--- src/rtl/bram_port_arbiter_if.sv ---
// Client and BRAM-side signals of the two-client BRAM port arbiter.
// slave = arbiter side, master = clients plus BRAM side.
interface bram_port_arbiter_if #(
  parameter int DLEN = 32,
  parameter int HLEN = 9
);
  logic            req0, req1;
  logic            we0, we1;
  logic [HLEN-1:0] addr0, addr1;
  logic [DLEN-1:0] wdata0, wdata1;
  logic            gnt0, gnt1;
  logic            rvalid0, rvalid1;
  logic [DLEN-1:0] rdata;
  logic            bram_wen;
  logic [HLEN-1:0] bram_waddr;
  logic [DLEN-1:0] bram_din;
  logic [HLEN-1:0] bram_raddr;
  logic [DLEN-1:0] bram_dout;

  modport slave (
    input  req0, req1, we0, we1, addr0, addr1, wdata0, wdata1, bram_dout,
    output gnt0, gnt1, rvalid0, rvalid1, rdata,
           bram_wen, bram_waddr, bram_din, bram_raddr
  );

  modport master (
    output req0, req1, we0, we1, addr0, addr1, wdata0, wdata1, bram_dout,
    input  gnt0, gnt1, rvalid0, rvalid1, rdata,
           bram_wen, bram_waddr, bram_din, bram_raddr
  );
endinterface

--- src/rtl/bram_port_arbiter.sv ---
// Two-client arbiter in front of a simple-dual-port BRAM. The read and write
// ports each run an independent round-robin; one read and one write per cycle.
module bram_port_arbiter #(
  parameter int DLEN = 32,
  parameter int HLEN = 9
) (
  input  logic               clk,
  input  logic               rst,
  bram_port_arbiter_if.slave bus
);

  logic [1:0]      req, we, wcand, rcand, wgnt, rgnt;
  logic            wprio, rprio;
  logic [1:0]      rvld_q;
  logic [HLEN-1:0] waddr_sel, raddr_sel;
  logic [DLEN-1:0] din_sel;

  // Both candidates: the pointer wins. Otherwise the lone candidate (if any).
  function automatic logic [1:0] pick(input logic [1:0] cand, input logic prio);
    pick = (cand == 2'b11) ? (prio ? 2'b10 : 2'b01) : cand;
  endfunction

  always_comb begin
    req       = {bus.req1, bus.req0};
    we        = {bus.we1, bus.we0};
    // Reset suppresses every grant, so no BRAM write can happen under reset.
    wcand     = req &  we & {2{~rst}};
    rcand     = req & ~we & {2{~rst}};
    wgnt      = pick(wcand, wprio);
    rgnt      = pick(rcand, rprio);
    waddr_sel = wgnt[1] ? bus.addr1  : bus.addr0;
    din_sel   = wgnt[1] ? bus.wdata1 : bus.wdata0;
    raddr_sel = rgnt[1] ? bus.addr1  : bus.addr0;
  end

  assign bus.gnt0       = wgnt[0] | rgnt[0];
  assign bus.gnt1       = wgnt[1] | rgnt[1];
  assign bus.bram_wen   = |wgnt;
  assign bus.bram_waddr = waddr_sel;
  assign bus.bram_din   = din_sel;
  assign bus.bram_raddr = raddr_sel;
  assign bus.rdata      = bus.bram_dout;
  // Masked by rst so a read granted just before reset is dropped immediately.
  assign bus.rvalid0    = rvld_q[0] & ~rst;
  assign bus.rvalid1    = rvld_q[1] & ~rst;

  always_ff @(posedge clk) begin
    if (rst) begin
      wprio  <= 1'b0;
      rprio  <= 1'b0;
      rvld_q <= 2'b00;
    end else begin
      // Pointer moves to the client that was not granted.
      if (|wgnt) wprio <= wgnt[0];
      if (|rgnt) rprio <= rgnt[0];
      rvld_q <= rgnt;
    end
  end

endmodule

--- src/flat_wrapper.sv ---
// flat-port wrapper written by rule: the top's interface ports become plain ports
module bram_port_arbiter_flat 
#(
  parameter int DLEN = 32,
  parameter int HLEN = 9
)
  (clk, rst, bus_req0, bus_req1, bus_we0, bus_we1, bus_addr0, bus_addr1, bus_wdata0, bus_wdata1, bus_bram_dout, bus_gnt0, bus_gnt1, bus_rvalid0, bus_rvalid1, bus_rdata, bus_bram_wen, bus_bram_waddr, bus_bram_din, bus_bram_raddr);
  bram_port_arbiter_if #(.DLEN(DLEN), .HLEN(HLEN)) bus_i ();
  input  logic clk;
  input  logic rst;
  input wire logic [$bits(bus_i.req0)-1:0] bus_req0;
  input wire logic [$bits(bus_i.req1)-1:0] bus_req1;
  input wire logic [$bits(bus_i.we0)-1:0] bus_we0;
  input wire logic [$bits(bus_i.we1)-1:0] bus_we1;
  input wire logic [$bits(bus_i.addr0)-1:0] bus_addr0;
  input wire logic [$bits(bus_i.addr1)-1:0] bus_addr1;
  input wire logic [$bits(bus_i.wdata0)-1:0] bus_wdata0;
  input wire logic [$bits(bus_i.wdata1)-1:0] bus_wdata1;
  input wire logic [$bits(bus_i.bram_dout)-1:0] bus_bram_dout;
  output wire logic [$bits(bus_i.gnt0)-1:0] bus_gnt0;
  output wire logic [$bits(bus_i.gnt1)-1:0] bus_gnt1;
  output wire logic [$bits(bus_i.rvalid0)-1:0] bus_rvalid0;
  output wire logic [$bits(bus_i.rvalid1)-1:0] bus_rvalid1;
  output wire logic [$bits(bus_i.rdata)-1:0] bus_rdata;
  output wire logic [$bits(bus_i.bram_wen)-1:0] bus_bram_wen;
  output wire logic [$bits(bus_i.bram_waddr)-1:0] bus_bram_waddr;
  output wire logic [$bits(bus_i.bram_din)-1:0] bus_bram_din;
  output wire logic [$bits(bus_i.bram_raddr)-1:0] bus_bram_raddr;
  assign bus_i.req0 = bus_req0;
  assign bus_i.req1 = bus_req1;
  assign bus_i.we0 = bus_we0;
  assign bus_i.we1 = bus_we1;
  assign bus_i.addr0 = bus_addr0;
  assign bus_i.addr1 = bus_addr1;
  assign bus_i.wdata0 = bus_wdata0;
  assign bus_i.wdata1 = bus_wdata1;
  assign bus_i.bram_dout = bus_bram_dout;
  assign bus_gnt0 = bus_i.gnt0;
  assign bus_gnt1 = bus_i.gnt1;
  assign bus_rvalid0 = bus_i.rvalid0;
  assign bus_rvalid1 = bus_i.rvalid1;
  assign bus_rdata = bus_i.rdata;
  assign bus_bram_wen = bus_i.bram_wen;
  assign bus_bram_waddr = bus_i.bram_waddr;
  assign bus_bram_din = bus_i.bram_din;
  assign bus_bram_raddr = bus_i.bram_raddr;
  bram_port_arbiter #(.DLEN(DLEN), .HLEN(HLEN)) u_core (.clk(clk), .rst(rst), .bus(bus_i));
endmodule
--- config.mk ---
export PLATFORM = sky130hd
export DESIGN_NAME = bram_port_arbiter_flat
export DESIGN_NICKNAME = d
export VERILOG_FILES = /design/src/rtl/bram_port_arbiter_if.sv /design/src/rtl/bram_port_arbiter.sv /design/src/flat_wrapper.sv
export SDC_FILE = /design/constraint.sdc
export NUM_CORES = 1
export LEC_CHECK = 0
export BUFFER_PORTS_ARGS = -buffer_cell sky130_fd_sc_hd__buf_4
export CAP_MARGIN = 20
export CORE_AREA = 2 2 80 82
export DETAILED_ROUTE_END_ITERATION = 7
export DIE_AREA = 0 0 82 84
export PLACE_DENSITY_LB_ADDON = 0.12
export SLEW_MARGIN = 10
export SYNTH_ARGS = -nofsm -noshare
export SYNTH_HDL_FRONTEND = slang
export SYNTH_SLANG_ARGS = --single-unit
--- constraint.sdc ---
create_clock -name clk -period 4.2 [get_ports clk]
set_input_delay 0.84 -clock clk [delete_from_list [all_inputs] [get_ports clk]]
set_output_delay 0.84 -clock clk [all_outputs]
set_load 0.01 [all_outputs]
==> impl_metrics.ini <==
[global_route]
grt_max_degree = 43
grt_usage = 0.120
grt_first_pass_wirelength_um = 6360
antenna_found_initial = 0
grt_overflow = 0
grt_pass1_vias = 1207

[power_and_ir_drop]
swShare = 0.281
p_seq_frac = 0.132
comb_power_share = 0.616
clockPowerShare = 0.252
p_switching_mw = 0.0887
power_density_nw_per_um2 = 159
power.internal_mw = 0.227
p_leak_nw = 1.03
peakVddDrop_uv = 123
finalPower_mw = 0.316

[clocking]
insertion_delay_ps = 220
cts_hold_buf = 0
clock_path_buffers = 2
cts_made_buffers = 3
clock-sinks = 4
clk_pin_slew_ps = 30
cts_setup_buffers = 0
cts_resized = 0
root_buffer = clkbuf_8
htree_levels = 1
cts_tree = done

[layout]
area_growth_pct = 91.6
drive_gt1_frac = 0.859
nNetsFinal = 342
diodes = 0
seqCellArea_um2 = 80.1
multi_input_area_um2 = 682
fill_cells = 661

[yosys]
synth_top_cells_by_count = mux2_2, buf_4, mux2_1
synth_top_area_cell = mux2_2
synth_nets = 230
seq_area_frac_synth = 0.0770
synth_top_cell_area_share = 0.444
synth_flop_cell = dfxtp_1
synth_warnings = 0
syn_inst = 110
post-synth-top-count-cell = mux2_2
netlist_area_um2 = 1040
synth_cell_types = 15
synth.avg_cell_area_um2 = 9.45
synth-seq-cells = 4
async_flop_share = 0
synth.top_cells.by_area = mux2_2, buf_4, mux2_1
synth_edf_count = 0

[sta]
fmax_ghz = 0.320
timing.final.max_slew_violations = 0
grt_setup_unrepaired = no
clock_skew_ps = 3.50
period_needed_ps = 3120
worst_pin_slew_ps = 545
maxSlewHeadroom = 0.637
timing.final.crit_share = 0.743
hold_viol_final = 0
tns_ps = 0
setup_viol = 0

[die]
start_util = 0.171
die_w_um = 82
rows = 29
dieHeight_um = 84
fp.coreArea_um2 = 6100
io-pin-count = 207
dieArea_um2 = 6890

[setup_path]
cp.required_ps = 3360
crit_path_start_kind = input pin
worstPathMaxFanout = 42
r2r-end = u_core.rprio$_SDFFE_PP0P_
r2r_setup_slack_ps = 3230
path_class = input pin to output pin
r2r_start = u_core.rprio$_SDFFE_PP0P_
arrival_ps = 2280
crit_path_end_kind = output pin
r2r_cells = 3

[routing]
dr.pass1.iters = 4
route.vias.total = 1200
vias_per_cell = 4.04
post-route-drc-count = 0
postRouteAntennaNets = 0
wl_um = 4380
drt-initial-drc-count = 21
wl_per_cell_um = 14.8

[run]
cap_violations = 0

[worst_hold_path]
hold_class = flop to flop
worst_hold_path.endpoint = u_core.rvld_q[0]$_SDFF_PP0_
min_path_cells = 1
min-delay-start = u_core.rprio$_SDFFE_PP0P_

[placed_design]
dpl.hpwl_um = 3790
gp_congestion = 0.726
io_buffer_count = 142

[run_status]
outcome = completed
state kept, by name, summed over array words and instances, names as in the netlist:
name,flops
u_core.wprio,1
u_core.rvld_q,2
u_core.rprio,1
worst max-delay path, stage by stage:
cell	delay, ps
buf_4	90
nand2_1	110
o2111ai_4	190
buf_4	480
mux2_2	400
buf_4	150
worst max path at each step:
stage | startpoint | depth (start not counted) | slack (ps) | endpoint
6_report | bus_req0 | 6 | 1080 | bus_bram_din[31]
5_1_grt | bus_req0 | 6 | 970 | bus_bram_din[27]
4_1_cts | bus_req0 | 6 | 1070 | bus_bram_din[23]
3_5_place_dp | bus_req0 | 6 | 1070 | bus_bram_din[23]
3_3_place_gp | bus_req0 | 6 | 1070 | bus_bram_din[29]
2_1_floorplan | bus_we0 | 4 | 1520 | bus_bram_raddr[1]
layout make-up:
class / instances / share of cell area
Tap cell: 77 / 0.0484
Sequential cell: 4 / 0.0402
Inverter: 3 / 0.00565
Timing Repair Buffer: 144 / 0.543
Multi-Input combinational cell: 66 / 0.342
Clock buffer: 3 / 0.0207
cell families after synthesis:
| kind of cell | synth area share |
|---|---|
| multiplexers | 0.542 |
| buffers and inverters | 0.278 |
| AND/OR/NAND/NOR | 0.0578 |
| AO/OA/AOI/OAI | 0.0457 |
| flip-flops | 0.0770 |
routing by layer:
metal | GRT usage | share of wire
met1 | 0.133 | 0.35
met2 | 0.214 | 0.54
met3 | 0.0487 | 0.10
met4 | 0.0182 | 0.0050
met5 | 0 | 0
cells in the final DEF (no fill, tap or decap):
cell type,count
buf_4,144
mux2_2,41
mux2_1,9
dfxtp_1,4
nand2_1,3
inv_1,3
nand2b_1,3
clkbuf_8,3
nor2b_1,2
and3_1,2
a21oi_1,1
o2111ai_4,1
o2111ai_1,1
nand3_1,1
a311oi_1,1
a41o_1,1
power by group through the flow:
stage	clock (mW)	combinational (mW)	sequential, mW
2_1_floorplan	0	0.103	0.0417
3_3_place_gp	0	0.199	0.0423
3_5_place_dp	0	0.197	0.0422
4_1_cts	0.0813	0.198	0.0417
5_1_grt	0.0861	0.210	0.0418
6_report	0.0796	0.195	0.0417
through the flow:
stage | worst slack, ps | instances | cell area, um2 | util | hold slack (ps)
after floorplan | 1520 | 110 | 1040 | - | 456
after CTS | 1070 | 297 | 1990 | 0.327 | 511
after global routing | 969 | 297 | 1990 | 0.327 | 528
after global placement | 1070 | 294 | 1950 | 0.320 | 513
final | 1080 | 297 | 1990 | 0.327 | 500
after detailed placement | 1070 | 294 | 1950 | 0.320 | 505
Power figures use the tool's default switching activity.
